--- config.mk ---
export PLATFORM = sky130hd
export DESIGN_NAME = tpu_host_seq
export DESIGN_NICKNAME = d
export VERILOG_FILES = /design/src/rtl/tpu_host_seq.sv
export SDC_FILE = /design/constraint.sdc
export NUM_CORES = 1
export LEC_CHECK = 0
export BUFFER_PORTS_ARGS = -buffer_cell sky130_fd_sc_hd__buf_2
export CORE_AREA = 5 5 121 123
export DETAILED_ROUTE_END_ITERATION = 7
export DIE_AREA = 0 0 126 128
export PLACE_DENSITY = 0.8
export REMOVE_ABC_BUFFERS = 1
export SLEW_MARGIN = 20
export SYNTH_ARGS = -nofsm -noshare
export SYNTH_HDL_FRONTEND = slang
export SYNTH_SLANG_ARGS = --single-unit
--- constraint.sdc ---
create_clock -name clk -period 1.65 [get_ports clk]
set_input_delay 0.33 -clock clk [delete_from_list [all_inputs] [get_ports clk]]
set_output_delay 0.33 -clock clk [all_outputs]
set_load 0.005 [all_outputs]
--- src/rtl/tpu_host_seq.sv ---
// Host-side sequencer for the tpuv1 slave port: streams A/B rows onto the bus,
// triggers MatMul, then reads C back one half-row at a time onto an output stream.
module tpu_host_seq #(
  parameter int BITS_AB = 8,
  parameter int BITS_C  = 16,
  parameter int DIM     = 8,
  parameter int ADDRW   = 16,
  parameter int DATAW   = 64,
  parameter int RD_LAT  = 1,
  parameter int MM_WAIT = 24
) (
  input  logic             clk,
  input  logic             rst_n,
  input  logic             start,
  output logic             busy,
  output logic             done,
  input  logic             in_valid,
  output logic             in_ready,
  input  logic [DATAW-1:0] in_data,
  output logic             out_valid,
  input  logic             out_ready,
  output logic [DATAW-1:0] out_data,
  output logic             tpu_r_w,
  output logic [ADDRW-1:0] tpu_addr,
  output logic [DATAW-1:0] tpu_wdata,
  input  logic [DATAW-1:0] tpu_rdata
);

  localparam int IW = $clog2(2 * DIM);
  localparam int TW = $clog2(MM_WAIT + RD_LAT + 2);

  // Row and half-row byte strides follow from the element widths (8 bytes each).
  localparam logic [ADDRW-1:0] AB_STRIDE = ADDRW'(DIM * BITS_AB / 8);
  localparam logic [ADDRW-1:0] C_STRIDE  = ADDRW'(DIM * BITS_C / 16);

  localparam logic [ADDRW-1:0] A_BASE  = ADDRW'(32'h0100);
  localparam logic [ADDRW-1:0] B_BASE  = ADDRW'(32'h0200);
  localparam logic [ADDRW-1:0] C_BASE  = ADDRW'(32'h0300);
  localparam logic [ADDRW-1:0] MM_ADDR = ADDRW'(32'h0400);

  localparam logic [IW-1:0] LAST_ROW  = IW'(DIM - 1);
  localparam logic [IW-1:0] LAST_WORD = IW'(2 * DIM - 1);
  localparam logic [TW-1:0] MM_LOAD   = TW'(MM_WAIT - 1);
  localparam logic [TW-1:0] RD_LOAD   = TW'(RD_LAT);
  localparam logic [TW-1:0] TIMER_ONE = TW'(1);

  typedef enum logic [2:0] {
    S_IDLE,
    S_LOAD_A,
    S_LOAD_B,
    S_MM,
    S_WAIT,
    S_RD_ISSUE,
    S_RD_WAIT,
    S_HOLD
  } state_t;

  state_t           state, state_nx;
  logic [IW-1:0]    cnt, cnt_nx;
  logic [TW-1:0]    timer, timer_nx;
  logic             busy_nx, done_nx, out_valid_nx;
  logic [DATAW-1:0] out_data_nx;
  logic             r_w_nx;
  logic [ADDRW-1:0] addr_nx;
  logic [DATAW-1:0] wdata_nx;
  logic [ADDRW-1:0] ab_off, c_off;

  // cnt is the row index while loading and the C half-row index while reading.
  assign ab_off   = ADDRW'(cnt) * AB_STRIDE;
  assign c_off    = ADDRW'(cnt) * C_STRIDE;
  assign in_ready = (state == S_LOAD_A) || (state == S_LOAD_B);

  always_ff @(posedge clk) begin
    if (!rst_n) begin
      state     <= S_IDLE;
      cnt       <= '0;
      timer     <= '0;
      busy      <= 1'b0;
      done      <= 1'b0;
      out_valid <= 1'b0;
      out_data  <= '0;
      tpu_r_w   <= 1'b0;
      tpu_addr  <= '0;
      tpu_wdata <= '0;
    end else begin
      state     <= state_nx;
      cnt       <= cnt_nx;
      timer     <= timer_nx;
      busy      <= busy_nx;
      done      <= done_nx;
      out_valid <= out_valid_nx;
      out_data  <= out_data_nx;
      tpu_r_w   <= r_w_nx;
      tpu_addr  <= addr_nx;
      tpu_wdata <= wdata_nx;
    end
  end

  // Bus signals are registered, so every transfer lands on the bus one cycle
  // after the state that decides it; the bus idles whenever nothing is chosen.
  always_comb begin
    state_nx     = state;
    cnt_nx       = cnt;
    timer_nx     = timer;
    busy_nx      = busy;
    done_nx      = 1'b0;
    out_valid_nx = out_valid;
    out_data_nx  = out_data;
    r_w_nx       = 1'b0;
    addr_nx      = '0;
    wdata_nx     = '0;

    case (state)
      S_IDLE: begin
        // done is high in the first idle cycle; a start there is dropped.
        if (start && !done) begin
          state_nx = S_LOAD_A;
          busy_nx  = 1'b1;
          cnt_nx   = '0;
        end
      end

      S_LOAD_A: begin
        if (in_valid) begin
          r_w_nx   = 1'b1;
          addr_nx  = A_BASE + ab_off;
          wdata_nx = in_data;
          if (cnt == LAST_ROW) begin
            cnt_nx   = '0;
            state_nx = S_LOAD_B;
          end else begin
            cnt_nx = cnt + 1'b1;
          end
        end
      end

      S_LOAD_B: begin
        if (in_valid) begin
          r_w_nx   = 1'b1;
          addr_nx  = B_BASE + ab_off;
          wdata_nx = in_data;
          if (cnt == LAST_ROW) begin
            cnt_nx   = '0;
            state_nx = S_MM;
          end else begin
            cnt_nx = cnt + 1'b1;
          end
        end
      end

      S_MM: begin
        // The trigger write occupies the first WAIT cycle, so WAIT lasts
        // MM_WAIT-1 cycles and the first read lands MM_WAIT cycles later.
        r_w_nx   = 1'b1;
        addr_nx  = MM_ADDR;
        cnt_nx   = '0;
        timer_nx = MM_LOAD;
        state_nx = (MM_WAIT == 1) ? S_RD_ISSUE : S_WAIT;
      end

      S_WAIT: begin
        if (timer <= TIMER_ONE) begin
          timer_nx = '0;
          state_nx = S_RD_ISSUE;
        end else begin
          timer_nx = timer - 1'b1;
        end
      end

      S_RD_ISSUE: begin
        addr_nx  = C_BASE + c_off;
        timer_nx = RD_LOAD;
        state_nx = S_RD_WAIT;
      end

      S_RD_WAIT: begin
        // Address is on the bus in the first RD_WAIT cycle; data follows RD_LAT later.
        if (timer == '0) begin
          out_data_nx  = tpu_rdata;
          out_valid_nx = 1'b1;
          state_nx     = S_HOLD;
        end else begin
          timer_nx = timer - 1'b1;
        end
      end

      S_HOLD: begin
        if (out_ready) begin
          out_valid_nx = 1'b0;
          if (cnt == LAST_WORD) begin
            cnt_nx   = '0;
            done_nx  = 1'b1;
            busy_nx  = 1'b0;
            state_nx = S_IDLE;
          end else begin
            cnt_nx   = cnt + 1'b1;
            state_nx = S_RD_ISSUE;
          end
        end
      end

      default: begin
        state_nx = S_IDLE;
      end
    endcase
  end

endmodule

==> out/metrics.yaml <==
drt:
  wl_per_cell_um: 13.5
  first_pass_iters: 7
  vias: 4887
  drt-initial-drc-count: 131
  drc_errors: 0
  via_per_inst: 4.58
  wirelength_um: 14400
  antenna_left: 0
global_routing:
  grt_overflow_total: 0
  grt_pass1_wl_um: 22300
  grt_antenna_before_repair: 0
  track_usage: 0.173
  grt_max_degree: 48
  grt_pass1_vias: 4679
synthesis:
  synth.most_common_cell: "dfxtp_1"
  synth_flop_cell: "dfxtp_1"
  synth-seq-cells: 151
  synth.largest_area_cell: "dfxtp_1"
  netlist_instances: 575
  synth_edf_count: 0
  yosysUniqueCellTypes: 49
  synth_top_area_share: 0.580
  async_flop_share: 0
  synth_area_mm2: 0.00522
  ys_seq_area_frac: 0.580
  ys_top_cells_by_count: "151 x dfxtp_1, 136 x nand2_1, 75 x a21oi_1"
  yosysWarningCount: 0
  yosys-top-cells-area: "dfxtp_1 58%, nand2_1 9.8%, and2_1 8.4%, a21oi_1 7.2%, clkbuf_1 1.6%"
  synth_area_per_cell_um2: 9.07
min_path:
  hp-start: "in_data[59]"
  hold_path.class: "in -> reg"
  holdPathStages: 2
  whs_endpoint: "tpu_wdata[59]$_SDFF_PN0_"
sta:
  fin_skew_ns: 0.00690
  setup_ws_ns: -0.00565
  finalMaxSlewViolations: 0
  setup_viol: 1
  fin_crit_ns: 1.66
  min_period_over_period: 1.00
  fmax_ghz: 0.604
  rsz0062_at_grt: "true"
  fin_hold_ws_ns: 0.110
  final-hold-violation-count: 0
die:
  std_cell_rows: 43
  ioPinCount: 282
  core_area_mm2: 0.0136
  dieArea_mm2: 0.0161
  fp.dieH_um: 128
  initial_utilization: 0.385
  die_x_um: 126
power:
  ir_worst_vdd_mv: 0.931
  power-per-cell-area_mw_per_mm2: 1260
  p_leak_nw: 3.66
clock_network:
  clkTransAtPathRegs_ns: 0.06
  cts_tree: "done"
  numCtsBuffers: 17
  cts_num_sinks: 151
  root_buffer: "clkbuf_16"
  cts_hold_buf: 0
  cts_htree_levels: 4
  cts_buffer_depth: 2
  worstSkewPairLatency_ns: 0.41
final_layout:
  layout-drive-gt1-share: 0.426
  n_fill_cell: 1226
  antenna_cells: 0
  final_nets: 1011
  syn_to_final_growth_pct: 48.6
  finalNonFillerCells: 1066
placed_design:
  routabilityCongestion: 0.882
  hpwl_um: 11200
  port_buffers: 272
  dp_cells: 1034
flow_run:
  maxCapViolations: 0
setup_path:
  cp_max_fo: 6
  worstPathArrival_ns: 1.94
  startpoint_type: "register"
  rr_endpoint: "timer[4]$_SDFFE_PN0P_"
  crit_path_end_kind: "register"
  timing.rr.start: "timer[4]$_SDFFE_PN0P_"
  crit_type: "reg -> reg"
  r2r_setup_slack_ns: -0.006
  reg2regPathDepth: 4
  required_ns: 1.94
status:
  outcome: "complete, but fails checks"
  violations: "setup timing"
-- area by class of cell --
cell class / instances / area (µm²) / share of cell area
clock buffer: 17 / 425 / 0.0549
multi-input combinational: 380 / 2060 / 0.266
sequential: 151 / 3030 / 0.391
inverter: 6 / 22.5 / 0.00291
clock inverter: 14 / 171 / 0.0221
tap: 180 / 225 / 0.0291
timing repair buffer: 318 / 1810 / 0.234
-- how the worst max path moves through the flow --
stage / slack [ns] / start / to
3_3_place_gp: -0.10 / timer[4]$_SDFFE_PN0P_ / timer[1]$_SDFFE_PN0P_
4_1_cts: 0.01 / state[1]$_SDFFE_PN0P_ / tpu_wdata[3]$_SDFF_PN0_
2_1_floorplan: -2.94 / state[2]$_SDFFE_PN0P_ / timer[1]$_SDFFE_PN0P_
6_report: -0.006 / timer[4]$_SDFFE_PN0P_ / timer[4]$_SDFFE_PN0P_
5_1_grt: -0.08 / timer[4]$_SDFFE_PN0P_ / timer[4]$_SDFFE_PN0P_
3_5_place_dp: -0.12 / timer[4]$_SDFFE_PN0P_ / out_data[24]$_SDFFE_PN0N_
-- what timing repair did --
action                     4_1_cts  5_1_grt
setup endpoints to repair       77      115
buffers inserted                 0        0
pin swaps                        1        1
gates cloned                     0        1
resized for setup                8       24
-- metal layers --
metal / part of all wire / global-route usage
met1: 0.37 / 0.186
met2: 0.50 / 0.300
met3: 0.11 / 0.0825
met4: 0.014 / 0.0549
met5: 0 / 0
-- power by group --
group          switching (mW)  internal, mW  total [mW]
clock network            1.51          2.38        3.89
registers              0.0988          3.90        4.00
logic                   0.881         0.970        1.85
total                    2.49          7.25        9.74
-- sequential cells by signal, summed over array words and instances (netlist names) --
| name | flops |
|---|---|
| out_data | 64 |
| tpu_wdata | 64 |
| tpu_addr | 7 |
| timer | 5 |
| cnt | 4 |
| state | 3 |
| busy | 1 |
| done | 1 |
| out_valid | 1 |
| tpu_r_w | 1 |
-- cells in the final DEF, fill, tap and decap left out, types with 5 or more instances in the layout --
master     count
buf_2        272
dfxtp_1      147
nand2_1      134
a21oi_1       73
and2_1        70
buf_4         36
clkbuf_16     18
o21ai_0       11
conb_1         9
nand3_1        7
nor2_1         6
buf_12         6
nor3_1         5
inv_6          5
-- critical path, stage by stage (launching register included) --
cell      delay (ns)
dfxtp_1         0.31
or3_4           0.38
or3_4           0.47
a311oi_1        0.30
a211oi_1        0.07
-- metrics by stage --
| stage | area [µm²] | setup WS [ns] | setup TNS (ns) | power (mW) | utilization |
|---|---|---|---|---|---|
| 6_report | 7750 | -0.00565 | -0.00565 | 9.74 | 0.572 |
| 4_1_cts | 7640 | 0.0105 | 0 | 9.74 | 0.563 |
| 5_1_grt | 7750 | -0.0751 | -1.47 | 10.2 | 0.572 |
| 3_5_place_dp | 7010 | -0.120 | -6.65 | 5.79 | 0.517 |
| 3_3_place_gp | 7010 | -0.102 | -5.63 | 5.76 | 0.517 |
| 2_1_floorplan | 5020 | -2.94 | -212.81 | 4.84 | - |
-- logic make-up (layout without fill, tap and decap cells) --
kind of cell / Yosys count / after routing / share of synthesized area
AO/OA/AOI/OAI: 113 / 113 / 0.125
XOR/XNOR: 2 / 2 / 0.00336
adder cells (fa/ha/maj): 4 / 4 / 0.00960
buffers and inverters: 52 / 355 / 0.0482
flip-flops: 151 / 151 / 0.580
multiplexers: 1 / 1 / 0.00192
other: 1 / 9 / 0.000719
AND/OR/NAND/NOR: 251 / 251 / 0.232
Power figures use the tool's default switching activity.
